[config.mk]
export PLATFORM = sky130hd
export DESIGN_NAME = recip_nr_unit
export DESIGN_NICKNAME = d
export VERILOG_FILES = /design/src/rtl/recip_pkg.sv /design/src/rtl/recip_seed_rom.sv /design/src/rtl/recip_nr_unit.sv
export SDC_FILE = /design/constraint.sdc
export NUM_CORES = 1
export LEC_CHECK = 0
export CORE_ASPECT_RATIO = 1.2
export CORE_UTILIZATION = 65
export CTS_CLUSTER_DIAMETER = 150
export DETAILED_ROUTE_END_ITERATION = 16
export GPL_TIMING_DRIVEN = 0
export PLACE_DENSITY = 0.82
export SETUP_SLACK_MARGIN = 0.1
export SYNTH_ARGS = -nofsm -noshare
export SYNTH_HDL_FRONTEND = slang
export SYNTH_SLANG_ARGS = --single-unit
[constraint.sdc]
create_clock -name i_clk -period 15.65 [get_ports i_clk]
set_input_delay 3.13 -clock i_clk [delete_from_list [all_inputs] [get_ports i_clk]]
set_output_delay 3.13 -clock i_clk [all_outputs]
set_load 0.02 [all_outputs]
[src/rtl/recip_pkg.sv]
// recip_pkg: shared defaults, FSM encoding and seed formula for the reciprocal engine
package recip_pkg;
    localparam int DATA_W_DEF   = 16;
    localparam int LUT_BITS_DEF = 7;
    localparam int NR_ITERS_DEF = 1;
    localparam logic [DATA_W_DEF-1:0] RECIP_MAX = {1'b0, {(DATA_W_DEF-1){1'b1}}};

    typedef enum logic [2:0] {
        S_IDLE,
        S_NORM,
        S_SEED,
        S_MUL_T,
        S_MUL_R,
        S_DONE
    } state_e;

    function automatic logic [63:0] seed_calc(input int idx, input int dw, input int lb);
        logic [63:0] q;
        logic [63:0] mx;
        q  = (64'd1 << (dw - 1 + lb)) / (64'(1 << lb) + 64'(idx));
        mx = (64'd1 << (dw - 1)) - 64'd1;
        return (q > mx) ? mx : q;
    endfunction
endpackage

[src/rtl/recip_seed_rom.sv]
// recip_seed_rom: combinational reciprocal seed table built at elaboration
module recip_seed_rom import recip_pkg::*; #(
    parameter int DATA_W   = DATA_W_DEF,
    parameter int LUT_BITS = LUT_BITS_DEF
) (
    input  logic [LUT_BITS-1:0] idx_i,
    output logic [DATA_W-1:0]   seed_o
);
    logic [DATA_W-1:0] rom [2**LUT_BITS];

    for (genvar g = 0; g < 2**LUT_BITS; g++) begin : g_rom
        localparam logic [63:0] V = seed_calc(g, DATA_W, LUT_BITS);
        assign rom[g] = V[DATA_W-1:0];
    end

    assign seed_o = rom[idx_i];
endmodule

[src/rtl/recip_nr_unit.sv]
// recip_nr_unit: normalise, seed from ROM, refine with Newton-Raphson on one shared multiplier
module recip_nr_unit import recip_pkg::*; #(
    parameter int DATA_W   = DATA_W_DEF,
    parameter int LUT_BITS = LUT_BITS_DEF,
    parameter int NR_ITERS = NR_ITERS_DEF
) (
    input  logic                      i_clk,
    input  logic                      i_rst,
    input  logic                      i_valid,
    output logic                      o_ready,
    input  logic [DATA_W-1:0]         i_divisor,
    output logic                      o_valid,
    input  logic                      i_ready,
    output logic [DATA_W-1:0]         o_reciprocal,
    output logic [$clog2(DATA_W)-1:0] o_shift,
    output logic                      o_dz
);
    localparam int SW = $clog2(DATA_W);
    localparam int IW = (NR_ITERS > 1) ? $clog2(NR_ITERS) : 1;
    localparam logic [DATA_W-1:0] RMAX = {1'b0, {(DATA_W-1){1'b1}}};

    state_e              state_q, state_d;
    logic [DATA_W-2:0]   m_q, m_d;
    logic [DATA_W-1:0]   r_q, r_d, e_q, e_d;
    logic [SW-1:0]       shift_q, shift_d, lz;
    logic                dz_q, dz_d;
    logic [IW-1:0]       it_q, it_d;
    logic [DATA_W-1:0]   seed, mul_a, mul_b, t, rr;
    logic [2*DATA_W-1:0] prod;
    logic                unused_ok;

    recip_seed_rom #(.DATA_W(DATA_W), .LUT_BITS(LUT_BITS)) u_rom (
        .idx_i  (m_q[DATA_W-3 -: LUT_BITS]),
        .seed_o (seed)
    );

    // highest set bit wins; an all-zero divisor falls through to the maximum shift
    always_comb begin
        lz = SW'(DATA_W - 2);
        for (int k = 0; k < DATA_W - 1; k++)
            if (m_q[k]) lz = SW'(DATA_W - 2 - k);
    end

    assign mul_a = (state_q == S_MUL_T) ? {1'b0, m_q} : r_q;
    assign mul_b = (state_q == S_MUL_T) ? r_q : e_q;
    assign prod  = {{DATA_W{1'b0}}, mul_a} * {{DATA_W{1'b0}}, mul_b};
    assign t     = prod[2*DATA_W-3:DATA_W-2];
    assign rr    = prod[2*DATA_W-2:DATA_W-1];
    assign unused_ok = ^{prod[2*DATA_W-1], prod[DATA_W-3:0], i_divisor[DATA_W-1]};

    always_comb begin
        state_d = state_q;
        m_d     = m_q;
        r_d     = r_q;
        e_d     = e_q;
        shift_d = shift_q;
        dz_d    = dz_q;
        it_d    = it_q;
        case (state_q)
            S_IDLE: if (i_valid) begin
                m_d     = i_divisor[DATA_W-2:0];
                state_d = S_NORM;
            end
            S_NORM: begin
                m_d     = m_q << lz;
                shift_d = lz;
                dz_d    = (m_q == '0);
                state_d = S_SEED;
            end
            S_SEED: begin
                r_d     = seed;
                state_d = (NR_ITERS == 0) ? S_DONE : S_MUL_T;
            end
            // t == 0 would give 2^DATA_W, which saturates to all ones
            S_MUL_T: begin
                e_d     = (t == '0) ? '1 : -t;
                state_d = S_MUL_R;
            end
            S_MUL_R: begin
                r_d     = (rr > RMAX) ? RMAX : rr;
                it_d    = (it_q == IW'(NR_ITERS - 1)) ? '0 : it_q + IW'(1);
                state_d = (it_q == IW'(NR_ITERS - 1)) ? S_DONE : S_MUL_T;
            end
            S_DONE: if (i_ready) state_d = S_IDLE;
            default: state_d = S_IDLE;
        endcase
    end

    always_ff @(posedge i_clk or posedge i_rst) begin
        if (i_rst) begin
            state_q <= S_IDLE;
            m_q     <= '0;
            r_q     <= '0;
            e_q     <= '0;
            shift_q <= '0;
            dz_q    <= 1'b0;
            it_q    <= '0;
        end else begin
            state_q <= state_d;
            m_q     <= m_d;
            r_q     <= r_d;
            e_q     <= e_d;
            shift_q <= shift_d;
            dz_q    <= dz_d;
            it_q    <= it_d;
        end
    end

    assign o_ready      = (state_q == S_IDLE);
    assign o_valid      = (state_q == S_DONE);
    assign o_reciprocal = dz_q ? RMAX : r_q;
    assign o_shift      = shift_q;
    assign o_dz         = dz_q;
endmodule
## Word level (Yosys, flattened, before mapping)

Memory sizes are Yosys's and may differ from the RTL's.
Index checks and enable logic that the tools add are counted.

| word-level totals | value |
|---|---|
| register bits after elaboration | 56 |
| ROM bits | 2048 |
| input port bits | 20 |
| output and inout bits | 23 |
| logic and storage cells | 58 |
| memories | 1 |

| cells by class | value |
|---|---|
| add/sub/neg operators | 2 |
| multipliers | 1 |
| $lt $le $gt $ge | 2 |
| equality and inequality tests | 7 |
| shift operators | 1 |
| mux-type cells | 29 |
| bitwise operators | 1 |
| reductions and logical operators | 7 |

Memory list:

| name | depth | bits a word | rd ports | clocked after memory_dff | write ports | line | RTL |
|---|---|---|---|---|---|---|---|
| (no name shown) | 128 | 16 | 1 | 0 | 0 | recip_seed_rom.sv:16 | `assign seed_o = rom[idx_i];` |

Operators by type and width:

| kind | number |
|---|---|
| $mux 16 | 7 |
| $mux 4 | 13 |
| $pmux 16 s2 | 1 |
| $mul 16x16->31 | 1 |
| $pmux 15 s2 | 1 |
| $pmux 3 s6 | 1 |
| $gt 16x15->1 const B | 1 |
| $logic_not 16->1 | 1 |
| $neg 16->16 | 1 |
| $logic_not 15->1 | 1 |
| $mux 15 | 1 |
| $shl 15x4->15 | 1 |
| $mux 3 | 3 |
| $ge 8x8->1 const B | 1 |
| $not 7->8 | 1 |
| $eq 3x2->1 const B | 2 |
| $eq 3x3->1 const B | 2 |
| $reduce_and 2->1 | 2 |
| $reduce_bool 2->1 | 2 |
| $eq 3x1->1 const B | 1 |
| $logic_not 3->1 | 1 |
| $mux 2 | 1 |
| $ne 2x1->1 const B | 1 |
| $ne 2x2->1 const B | 1 |
| other kinds (2) | 2 |

## Longest topological paths before layout

| depth | value |
|---|---|
| word-level depth | 16 |
| gate-level depth with buffers | 32 |
| depth with buffers taken out | 27 |

## Modules after synthesis

Synthesis repeated with hierarchy kept, for this count alone.

| second synthesis, totals | value |
|---|---|
| cell total of the unflattened synthesis | 1892 |
| area, all modules | 14737.9 sq um |

Modules (own cells, without submodules):

| module | instances | cells each | area each (sq um) | sequential area each (sq um) |
|---|---|---|---|---|
| recip_nr_unit | 1 | 1523 | 12381.9 | 1376.3 |
| recip_seed_rom | 1 | 369 | 2356.0 | 0.0 |

## Least setup slack after synthesis

No wires, ideal clock.

| path | value |
|---|---|
| path kind | register -> register |
| start | register state_q[1] |
| end | register e_q[15] |
| setup time | 66 ps |
| data arrival time | 7958 ps |
| required time | 15584 ps |
| slack | 7626 ps |
| stages on the path, launching flop included | 33 |
| path buffers | 6 |
| period minus slack after synthesis | 8024 ps |
| path through | dfrtp_1 > buf_2 > nand3b_4 > clkbuf_1 > clkbuf_1 > nand2_1 > o21ai_0 > clkbuf_1 > nand2_1 > fa_1 > inv_1 > fa_1 > inv_1 > fa_1 > inv_1 > fa_1 > fa_1 > inv_1 > fa_1 > inv_1 > ha_1 > clkbuf_1 > nand4_1 > nor3_1 > and3_1 > a22oi_1 > nor2b_1 > xnor2_1 > or4_1 > buf_2 > or4_4 > o311ai_1 > o311a_1 |

| between the ends | value |
|---|---|
| longest elaborated chain between the ends | 5 |
| elaborated cells on any way between the ends | 7 |
| those cells by class | 1 x add/sub; 1 x mul; 1 x eq/ne; 3 x mux; 1 x reduce/logical |

Ends and longest elaborated chain:

| element | line | RTL |
|---|---|---|
| start, declared | recip_nr_unit.sv:22 | `state_e state_q, state_d;` |
| start signal, assigned | recip_nr_unit.sv:99 | `state_q <= state_d;` |
| $eq 3x2->1 (*) | recip_nr_unit.sv:44, recip_nr_unit.sv:45, recip_nr_unit.sv:59 |  |
| $mux 16, on equally long branches | recip_nr_unit.sv:44, recip_nr_unit.sv:45 |  |
| $mul 16x16->31 | recip_nr_unit.sv:46 | `assign prod = {{DATA_W{1'b0}}, mul_a} * {{DATA_W{1'b0}}, mul_b};` |
| $neg 16->16 / $logic_not 16->1 (equally long branches) | recip_nr_unit.sv:76 | `e_d = (t == '0) ? '1 : -t;` |
| $mux 16 | recip_nr_unit.sv:76 |  |
| end signal, assigned | recip_nr_unit.sv:94 | `e_q <= '0;` |
| end signal, assigned | recip_nr_unit.sv:102 | `e_q <= e_d;` |
| end, declared | recip_nr_unit.sv:24 | `logic [DATA_W-1:0] r_q, r_d, e_q, e_d;` |

Every way passes the cells marked *; elsewhere a longest branch is shown, timed or not.
A chain may end at the register's enable or synchronous reset.

## Worst setup path in the final report

| path | value |
|---|---|
| start | register m_q[9] |
| end | register e_q[14] |

| between the ends | value |
|---|---|
| longest elaborated chain between the ends | 4 |
| elaborated cells on any way between the ends | 5 |
| those cells by class | 1 x add/sub; 1 x mul; 2 x mux; 1 x reduce/logical |

Ends and longest elaborated chain:

| element | line | RTL |
|---|---|---|
| start, declared | recip_nr_unit.sv:23 | `logic [DATA_W-2:0] m_q, m_d;` |
| start signal, assigned | recip_nr_unit.sv:100 | `m_q <= m_d;` |
| $mux 16 (*) | recip_nr_unit.sv:44 | `assign mul_a = (state_q == S_MUL_T) ? {1'b0, m_q} : r_q;` |
| $mul 16x16->31 (*) | recip_nr_unit.sv:46 |  |
| $neg 16->16 / $logic_not 16->1 (equally long branches) | recip_nr_unit.sv:76 |  |
| $mux 16 (*) | recip_nr_unit.sv:76 |  |

Marked as above.

==> results.toml <==
[setup_path]
path_class = "register to register"
crit_path_frequent_cell = "fa_1"
worstSetupEndpointType = "register"
arrival_ns = 11.31
cp_max_fo = 10
critPathRequiredTime_ns = 15.83
cpMaxStageDelayCell = "clkbuf_1"
crit_path_start_kind = "register"
max_stage_delay_ns = 0.85

[global_route]
grtUsageTotal_pct = 50.6
grt_first_pass_wirelength_um = 83800
antenna_found_initial = 0
grt_overflow = 0
grt_max_degree = 40
grt_pass1_vias = 15400

[worst_hold_path]
min_path_type = "register to register"

[sta]
finalMaxSlewViolations = 0
fmax_mhz = 89.8
fin_skew_ns = 0.0139
tightestPinTransition_ns = 1.48
finalCritPeriodShare_pct = 71.1
setup_viol = 0
maxSlewHeadroom_pct = 0.290
finalSetupTns_ns = 0
rsz0062_at_grt = "no"
hold_viol = 0
finalCriticalPeriod_ns = 11.13

[clock_network]
clk_latency_ns = 0.31
max-clock-path-buffers = 2
htree_levels = 2
postCtsSetupRepairBufs = 0
cts_hold_buffers = 0
ctsResizeCount = 0
clk_pin_slew_worst_paths_ns = 0.07
cts_tree = "done"
cts_buffers = 5
cts_root_buf = "clkbuf_16"
cts.sinks = 55

[floorplan]
initial_core_util_pct = 66.8
die_w_um = 136
die_height_um = 163
ios = 43
die-area_um2 = 22300
row_count = 58
fp.coreArea_um2 = 21100

[drt]
wire_per_inst_um = 24.9
viasPerCell = 6.89
postRouteAntennaNets = 0
wl_met1_um = 17500
drc_errors = 0
dr.pass1.iters = 9
wl_met2_um = 23900
wl_met3_um = 7470
drtIter0Drc = 1932
wl_um = 54300
vias = 15000
highest_layer = "met4"

[synthesis]
synth_area_leaders = "fa_1 27%, dfrtp_1 9.8%, ha_1 9.7%"
yosysTopAreaCell = "fa_1"
yosys_most_used_dff = "dfrtp_1"
yosysUniqueCellTypes = 73
avgSynthCellArea_um2 = 7.58
ys_ff_latch = 55
syn-num-nets = 2183
synth_edf_count = 0
ys_async_sr_fraction_pct = 100
yosysSeqAreaShare_pct = 9.76
synthCells = 1862
ys_warn_count = 0
syn-cell-area_um2 = 14100
synth_top_area_share_pct = 27.2

[job]
drv_cap = 2

[final_layout]
n_antenna_cell = 0
final_cell_mix = "323 x nand2_1, 238 x inv_1, 197 x nor2_1"
syn2layout_area_growth_pct = 6.65
final_core_util_pct = 71.2
drive_above_1_share_pct = 2.25
nets = 2232
nFillCells = 1723
layout_commonest_cell = "nand2_1"

[place]
dp_hpwl_um = 41600
gp_congestion = 1.12
io_buffer_count = 41

[outcome]
violations = "max-capacitance violations"
outcome = "complete, but fails checks"
[path summary, 6_finish.rpt]
| path | start | endpoint | slack [ns] | cells past startpoint |
|---|---|---|---|---|
| max in group asynchronous | i_rst | e_q[10] | 11.94 | 3 |
| min reg2reg | o_shift[0] | o_shift[0] | 0.47 | 2 |
| min in group asynchronous | i_rst | o_shift[1] | 3.13 | 2 |
| max | m_q[9] | e_q[14] | 4.52 | 28 |
| max reg2reg | m_q[9] | e_q[14] | 4.52 | 28 |
| min | o_shift[0] | o_shift[0] | 0.47 | 2 |
[state kept, by name (all words and copies together), names as in the netlist]
name	cells
o_dz	1
o_shift	4
r_q	16
m_q	15
state_q	3
e_q	16
[worst max-delay path, delay by kind of cell, from the launching register on]
family	cells	cell delay, ns
adder cells (fa/ha/maj)	7	3.51
XOR/XNOR	1	0.41
AO/OA/AOI/OAI	5	2.35
flip-flops	1	0.43
AND/OR/NAND/NOR	5	1.59
buffers and inverters	10	2.69
[metrics by stage]
| step | instance area (um2) | hold slack, ns | instances | setup WS (ns) |
|---|---|---|---|---|
| after floorplan | 14100 | 0.472 | 1862 | 7.63 |
| after global placement | 14900 | 0.462 | 2173 | 5.53 |
| after detailed placement | 14900 | 0.464 | 2174 | 5.58 |
| after CTS | 15000 | 0.482 | 2181 | 5.49 |
| after global routing | 15000 | 0.501 | 2181 | 4.25 |
| final | 15000 | 0.473 | 2181 | 4.52 |
[layer usage]
metal  vias to the layer above  GRT usage, %
li1                       6272             -
met1                      6999          55.6
met2                      1317          78.0
met3                       441          18.7
met4                         0          41.2
met5                         -             0
[cell type report]
cell class	instances	area [um2]	share of cell area (%)
multi-input cells	1457	11400	75.9
inverters	242	908	6.04
flip-flops and latches	55	1380	9.15
clock buffers	6	129	0.857
well taps	270	338	2.25
repair buffers	42	430	2.86
plain buffers	108	417	2.77
clock inverters	1	30.0	0.200
[cells by family after synthesis]
group,Yosys count,share of synthesized area (%)
buffers and inverters,350,9.39
flip-flops,55,9.76
XOR/XNOR,27,1.68
AND/OR/NAND/NOR,683,20.9
AO/OA/AOI/OAI,405,18.2
adder cells (fa/ha/maj),301,36.9
multiplexers,41,3.15
[Yosys cell counts, types with 5 or more instances]
cell type,number
and2_1,20
dfrtp_1,55
and3_1,20
buf_1,16
xnor2_1,17
clkbuf_1,88
o31ai_1,9
a311oi_1,8
fa_1,192
mux2i_1,35
or3_1,7
o21ai_0,106
nor2b_1,6
inv_1,239
o2111ai_1,5
nand2_1,323
a221oi_1,14
xor2_1,10
nor2_1,197
ha_1,109
a21o_1,13
o21a_1,9
nand3_1,20
nand2b_1,11
or2_2,17
o22ai_1,14
a31oi_1,21
a211oi_1,14
a21boi_0,8
nor3_1,34
o311ai_0,6
a22oi_1,8
nand4_1,9
o211ai_1,19
a21oi_1,105
Power is left out: the tool's default activity adds up to more than one toggle a clock period on the data nets, which glitch-free logic cannot reach.
